[config.mk]
export PLATFORM = sky130hd
export DESIGN_NAME = uart_tx_scheduler
export DESIGN_NICKNAME = d
export VERILOG_FILES = /design/src/rtl/uart_tx_scheduler.sv
export SDC_FILE = /design/constraint.sdc
export NUM_CORES = 1
export LEC_CHECK = 0
export BUFFER_PORTS_ARGS = -buffer_cell sky130_fd_sc_hd__buf_2
export CAP_MARGIN = 20
export CORE_ASPECT_RATIO = 0.9
export CORE_MARGIN = 2
export CORE_UTILIZATION = 25
export CTS_CLUSTER_DIAMETER = 50
export DETAILED_ROUTE_END_ITERATION = 6
export PLACE_DENSITY = 0.45
export SLEW_MARGIN = 10
export SYNTH_ARGS = -nofsm -noshare
export SYNTH_HDL_FRONTEND = slang
export SYNTH_SLANG_ARGS = --single-unit
[constraint.sdc]
create_clock -name clk_i -period 2.1 [get_ports clk_i]
set_clock_uncertainty 0.05 [all_clocks]
set_input_delay 0 -clock clk_i [delete_from_list [all_inputs] [get_ports clk_i]]
set_output_delay 0 -clock clk_i [all_outputs]
set_load 0.01 [all_outputs]
[src/rtl/uart_tx_scheduler.sv]
// Moves words from the TX FIFO into the UART transmitter, one frame at a time.
// Optional CTS flow control is compiled in with `define UART_TX_CTS_FLOW_CONTROL_EN.
module uart_tx_scheduler #(
  parameter int DATA_WIDTH  = 8,
  parameter bit FWFT        = 1'b1,
  parameter int COUNT_WIDTH = 16
) (
  input  logic                   clk_i,
  input  logic                   rst_n_i,
  input  logic                   enable_i,
  input  logic                   fifo_empty_i,
  input  logic [DATA_WIDTH-1:0]  fifo_rd_data_i,
  output logic                   fifo_read_o,
  input  logic                   tx_ready_i,
  input  logic                   tx_done_i,
  input  logic                   cts_n_i,
  output logic                   tx_start_o,
  output logic [DATA_WIDTH-1:0]  tx_data_o,
  output logic                   busy_o,
  output logic [COUNT_WIDTH-1:0] tx_count_o,
  output logic [1:0]             dbg_state_o
);

  localparam logic [1:0] ST_IDLE  = 2'd0;
  localparam logic [1:0] ST_LATCH = 2'd1;
  localparam logic [1:0] ST_START = 2'd2;
  localparam logic [1:0] ST_BUSY  = 2'd3;

  logic [1:0]             r_state;
  logic [1:0]             w_state_nxt;
  logic [DATA_WIDTH-1:0]  r_data;
  logic [COUNT_WIDTH-1:0] r_count;
  logic                   w_cts_ok;
  logic                   w_go;
  logic                   w_pop;
  logic                   w_load;
  logic                   w_frame_done;

`ifdef UART_TX_CTS_FLOW_CONTROL_EN
  logic r_cts_meta;
  logic r_cts_sync;

  // Both flops reset to "deasserted" so no pop can slip out right after reset.
  always_ff @(posedge clk_i or negedge rst_n_i) begin
    if (!rst_n_i) begin
      r_cts_meta <= 1'b1;
      r_cts_sync <= 1'b1;
    end else begin
      r_cts_meta <= cts_n_i;
      r_cts_sync <= r_cts_meta;
    end
  end

  assign w_cts_ok = ~r_cts_sync;
`else
  logic w_unused_cts;

  assign w_unused_cts = cts_n_i;
  assign w_cts_ok     = 1'b1;
`endif

  // Handshakes: a FIFO pop is fifo_read_o for one cycle while the FIFO is
  // non-empty; the transmitter takes a frame on tx_start_o only after
  // reporting tx_ready_i, and closes it with a one-cycle tx_done_i.
  assign w_go  = enable_i & ~fifo_empty_i & tx_ready_i & w_cts_ok;
  assign w_pop = (r_state == ST_IDLE) & w_go;

  // FWFT data is valid alongside the pop; a standard FIFO needs an extra cycle.
  assign w_load       = FWFT ? w_pop : (r_state == ST_LATCH);
  assign w_frame_done = (r_state == ST_BUSY) & tx_done_i;

  always_comb begin
    w_state_nxt = r_state;
    case (r_state)
      ST_IDLE: begin
        if (w_go) begin
          w_state_nxt = FWFT ? ST_START : ST_LATCH;
        end
      end
      ST_LATCH: w_state_nxt = ST_START;
      ST_START: w_state_nxt = ST_BUSY;
      ST_BUSY: begin
        if (tx_done_i) begin
          w_state_nxt = ST_IDLE;
        end
      end
      default: w_state_nxt = ST_IDLE;
    endcase
  end

  always_ff @(posedge clk_i or negedge rst_n_i) begin
    if (!rst_n_i) begin
      r_state <= ST_IDLE;
    end else begin
      r_state <= w_state_nxt;
    end
  end

  always_ff @(posedge clk_i or negedge rst_n_i) begin
    if (!rst_n_i) begin
      r_data <= '0;
    end else if (w_load) begin
      r_data <= fifo_rd_data_i;
    end
  end

  // Wraps silently at the top of its range.
  always_ff @(posedge clk_i or negedge rst_n_i) begin
    if (!rst_n_i) begin
      r_count <= '0;
    end else if (w_frame_done) begin
      r_count <= r_count + COUNT_WIDTH'(1);
    end
  end

  // The pop strobe is gated by reset so it reads 0 while rst_n_i is low.
  assign fifo_read_o = w_pop & rst_n_i;
  assign tx_start_o  = (r_state == ST_START);
  assign busy_o      = (r_state != ST_IDLE);
  assign tx_data_o   = r_data;
  assign tx_count_o  = r_count;
  assign dbg_state_o = r_state;

endmodule
### Word-level counts from Yosys, hierarchy flattened

Index checks and enable logic that the tools add are counted.
Widths: inputs -> output; s select.

| cells by class | value |
|---|---|
| add/subtract/negate cells | 1 |
| multiply operators | 0 |
| div/mod/pow operators | 0 |
| order comparisons | 0 |
| equality and inequality tests | 5 |
| shift-type cells | 0 |
| muxes and demuxes | 3 |
| bitwise operators | 6 |
| reductions and logical operators | 3 |

Operator list:

| kind | count |
|---|---|
| $add 16x1->16 const B | 1 |
| $pmux 2 s4 | 1 |
| $and 1x1->1 | 5 |
| $eq 2x2->1 const B | 2 |
| $mux 2 | 2 |
| $ne 2x2->1 const B | 2 |
| $eq 2x1->1 const B | 1 |
| $logic_not 2->1 | 1 |
| $reduce_and 2->1 | 1 |
| $reduce_bool 2->1 | 1 |
| $not 1->1 | 1 |

| word-level totals | value |
|---|---|
| bits in registers | 26 |
| bits in latches | 0 |
| memory bits (writable) | 0 |
| memory bits (read-only) | 0 |
| bits of input ports | 15 |
| output and inout port bits | 29 |
| logic and storage cells | 21 |
| memories | 0 |

### Longest topological paths before layout

| depth | value |
|---|---|
| word-level depth | 5 |
| mapped depth | 5 |
| gate-level depth less buffers | 4 |

### Worst setup path before layout

No wires, ideal clock.

| timing path | value |
|---|---|
| kind | register to register |
| start point | register r_state[1], in the netlist dbg_state_o[1] |
| end point | register r_data[0], in the netlist tx_data_o[0] |
| setup time | 0.125 ns |
| arrival | 1.433 ns |
| setup slack | 0.492 ns |
| stages on the path, launching flop included | 6 |
| buffers on the path | 1 |
| path through | dfrtp_1 nor2_1 inv_1 or2_2 clkbuf_1 mux2_2 |

| between the ends | value |
|---|---|
| cells in the longest elaborated chain, start to end | 2 |

Ends and longest elaborated chain:

| element | RTL line | source |
|---|---|---|
| start, declared | 29 | `logic [1:0] r_state;` |
| start signal, assigned | 95 | `r_state <= w_state_nxt;` |
| $logic_not 2->1 | 66 | `assign w_pop = (r_state == ST_IDLE) & w_go;` |
| $and 1x1->1 | 66 |  |
| end signal, assigned | 103 | `r_data <= fifo_rd_data_i;` |
| end, declared | 31 | `logic [DATA_WIDTH-1:0] r_data;` |

No other way between the ends.
A chain may end at the register's enable or synchronous reset.

### Worst setup path after layout

| timing path | value |
|---|---|
| start point | register r_state[0], in the netlist dbg_state_o[0] |
| end point | register r_count[14], in the netlist tx_count_o[14] |

| between the ends | value |
|---|---|
| cells in the longest elaborated chain, start to end | 2 |

Ends and longest elaborated chain:

| element | RTL line | source |
|---|---|---|
| $eq 2x2->1 | 70 | `assign w_frame_done = (r_state == ST_BUSY) & tx_done_i;` |
| $and 1x1->1 | 70 |  |
| end signal, assigned | 112 | `r_count <= r_count + COUNT_WIDTH'(1);` |
| end, declared | 32 | `logic [COUNT_WIDTH-1:0] r_count;` |

No other way between the ends.

==> results.py <==
metrics = {
    "placement": {
        "pre_cts_slack_ps": 425,
        "gp_congestion": 0.661,
        "hpwl_mm": 1.74,
        "portBuffers": 42,
        "place_area_sq_um": 1390,
    },
    "run": {
        "maxCapViolCount": 0,
    },
    "global_route": {
        "grt_overflow": 0,
        "grtUsageTotal_pct": 9.95,
        "antenna_found_initial": 0,
        "grt_max_degree": 27,
        "grt_pass1_wl_mm": 3.73,
        "grt_pass1_vias": 842,
    },
    "timing": {
        "rsz0062_at_grt": "false",
        "setup_viol": 0,
        "finalHoldViolations": 0,
        "min_period_ps": 1700,
        "tightest_slew_ps": 357,
        "whs_ps": 233,
        "relSlewSlack_pct": 76.2,
        "fin_ws_ps": 396,
        "maxSlewViolCount": 0,
        "period_share_pct": 81.2,
        "setup_tns_ps": 0,
        "max_freq_mhz": 587,
    },
    "cells_and_area": {
        "regArea_sq_um": 651,
        "n_antenna_cell": 0,
        "drive_above_1_share_pct": 40.0,
        "fillers": 417,
        "multiInputGateArea_sq_um": 438,
        "fin_nets": 167,
        "finish.utilization_pct": 38.1,
        "syn2layout_area_growth_pct": 42.9,
        "final_area_sq_um": 1580,
    },
    "routing": {
        "routed-wl-met2_mm": 1.15,
        "highest_layer": "met4",
        "vias": 857,
        "vias_per_cell": 4.08,
        "wl_met3_um": 113,
        "m1WireLength_mm": 1.05,
        "drt-pass1-iter-count": 2,
        "ant_nets": 0,
        "wirelength_mm": 2.34,
        "avgRoutedWirePerCell_um": 11.1,
        "drc": 0,
        "drt-initial-drc-count": 35,
    },
    "power": {
        "p_leak_nw": 0.815,
        "seq_power_share_pct": 45.8,
        "netSwitchingPower_uw": 503,
        "comb_power_share_pct": 29.3,
        "power_density_nw_per_um2": 1040,
        "power_frac_clock_pct": 24.9,
        "ir_worst_vdd_mv": 0.358,
        "p_int_mw": 1.14,
        "p_sw_share_pct": 30.6,
    },
    "clock_network": {
        "clockBufferDepth": 2,
        "post_cts_resized": 0,
        "clock_latency_ps": 260,
        "cts_root_buf": "clkbuf_8",
        "clkSlewWorstSetupHoldPaths_ps": 90,
        "cts_tree": "yes",
        "cts.htree.levels": 1,
        "cts_made_buffers": 3,
        "cts_sinks": 26,
    },
    "synth": {
        "synth-simple-area-share_pct": 16.3,
        "synth_compound_area_share_pct": 1.13,
        "synth_area_sq_um": 1110,
        "syn_nets": 109,
        "synth_cells": 93,
        "ys.warnings.count": 0,
        "ys_types": 22,
        "ys_seq_area_share_pct": 58.7,
        "synth-seq-cells": 26,
        "synthMuxAreaShare_pct": 9.14,
        "syn_avg_cell_area_sq_um": 11.9,
        "yosys.area_share.adder_pct": 1.13,
        "synthXorXnorAreaFrac_pct": 11.9,
        "synth_top_family_by_area": "simple AND/OR/NAND/NOR gates",
    },
    "floorplan": {
        "die_area_sq_um": 4980,
        "die_h_um": 67.2,
        "rows": 22,
        "boundaryPins": 44,
        "design.core.area_sq_um": 4160,
        "fp.dieW_um": 74.2,
        "start_util_pct": 26.7,
    },
    "min_path": {
        "hp-class": "in2async",
    },
    "worst_setup_path": {
        "cp.arrival_ps": 1850,
        "cp-end-kind": "register",
        "crit_path_max_fanout": 6,
        "critical_path_class": "reg2reg",
        "critPathRequiredTime_ps": 2250,
        "crit_path_start_kind": "register",
    },
    "run_status": {
        "status": "completed",
    },
}
-- power groups by stage --
stage	sequential, mW	clock (mW)	combinational (mW)
after detailed placement	0.765	0	0.474
after global placement	0.758	0	0.463
after global routing	0.779	0.445	0.528
after CTS	0.755	0.425	0.491
final	0.752	0.409	0.480
after floorplan	0.816	0	0.196
-- repair_timing --
action,CTS,global route
hold endpoints to repair,36,0
hold buffers,12,0
buffers inserted,0,0
-- path summary, 6_finish.rpt --
check	from	cells after the start	endpoint	slack, ps
setup / recovery	dbg_state_o[0]$_DFFE_PN0P_	4	tx_count_o[14]$_DFFE_PN0P_	400
hold / removal	rst_n_i	3	tx_count_o[11]$_DFFE_PN0P_	230
setup reg to reg	dbg_state_o[0]$_DFFE_PN0P_	4	tx_count_o[14]$_DFFE_PN0P_	400
hold reg to reg	tx_count_o[15]$_DFFE_PN0P_	1	tx_count_o[15]$_DFFE_PN0P_	430
max in group asynchronous	rst_n_i	3	tx_count_o[7]$_DFFE_PN0P_	1520
min in group clk_i	tx_ready_i	4	tx_data_o[5]$_DFFE_PN0P_	310
-- layout make-up --
class	instances	area share, %
sequential	26	41.1
multi-input combinational	62	27.6
timing repair buffer	55	21.3
tap	60	4.74
clock buffer	3	2.61
clock inverter	1	1.90
inverter	3	0.711
-- flip-flops by register name, indices dropped and copies added, names as in the netlist --
| name | cells |
|---|---|
| tx_count_o | 16 |
| dbg_state_o | 2 |
| tx_data_o | 8 |
-- cell usage after synthesis --
cell	n	area share, %
nor2_1	7	2.4
ha_1	1	1.1
mux2_2	9	9.1
a21boi_0	1	0.68
or4_4	1	1.0
nand4_1	2	1.1
inv_1	3	1.0
and4_1	1	0.79
nor3_1	5	2.3
buf_2	1	0.45
nand3_1	4	1.8
xor2_1	11	8.7
and3_1	1	0.56
nand3b_1	1	0.68
clkbuf_1	1	0.34
nor3_2	1	0.90
nand2_1	9	3.0
a21oi_1	1	0.45
xnor2_1	4	3.2
nor2b_1	1	0.56
or2_2	2	1.1
dfrtp_1	26	59
-- critical path, stage by stage, from the launching register on --
cell,delay (ps)
dfrtp_1,430
and3_1,300
nand4_1,340
nor3_1,340
xor2_1,170
-- kinds of logic after synthesis --
group | Yosys count
and+or+nand+nor | 35
DFF | 26
xor gates and xnor gates | 15
muxes | 9
buffers and inverters | 5
AOI/OAI and AO/OA | 2
adders and majority gates | 1
-- stage by stage --
| stage | total power, mW | cells |
|---|---|---|
| final | 1.64 | 210 |
| after global routing | 1.75 | 210 |
| after floorplan | 1.01 | 93 |
| after CTS | 1.67 | 210 |
| after global placement | 1.22 | 194 |
| after detailed placement | 1.24 | 194 |
-- routing by layer --
metal	global-route usage, %	vias up
li1	-	422
met1	12.3	412
met5	0	-
met2	16.6	21
met3	1.94	2
met4	4.77	0
-- layout by cell type (no fill, tap or decap) --
master,n
a21boi_0,1
a21oi_1,1
and3_1,1
and4_1,1
buf_2,42
buf_4,1
bufinv_16,1
clkbuf_8,3
dfrtp_1,26
dlygate4sd3_1,12
ha_1,1
inv_1,3
mux2_2,9
nand2_1,9
nand3_1,4
nand3b_1,1
nand4_1,2
nor2_1,7
nor2b_1,1
nor3_1,5
nor3_2,1
or2_2,2
or4_4,1
xnor2_1,4
xor2_1,11
Note: power is estimated with default switching activity, not from simulation.
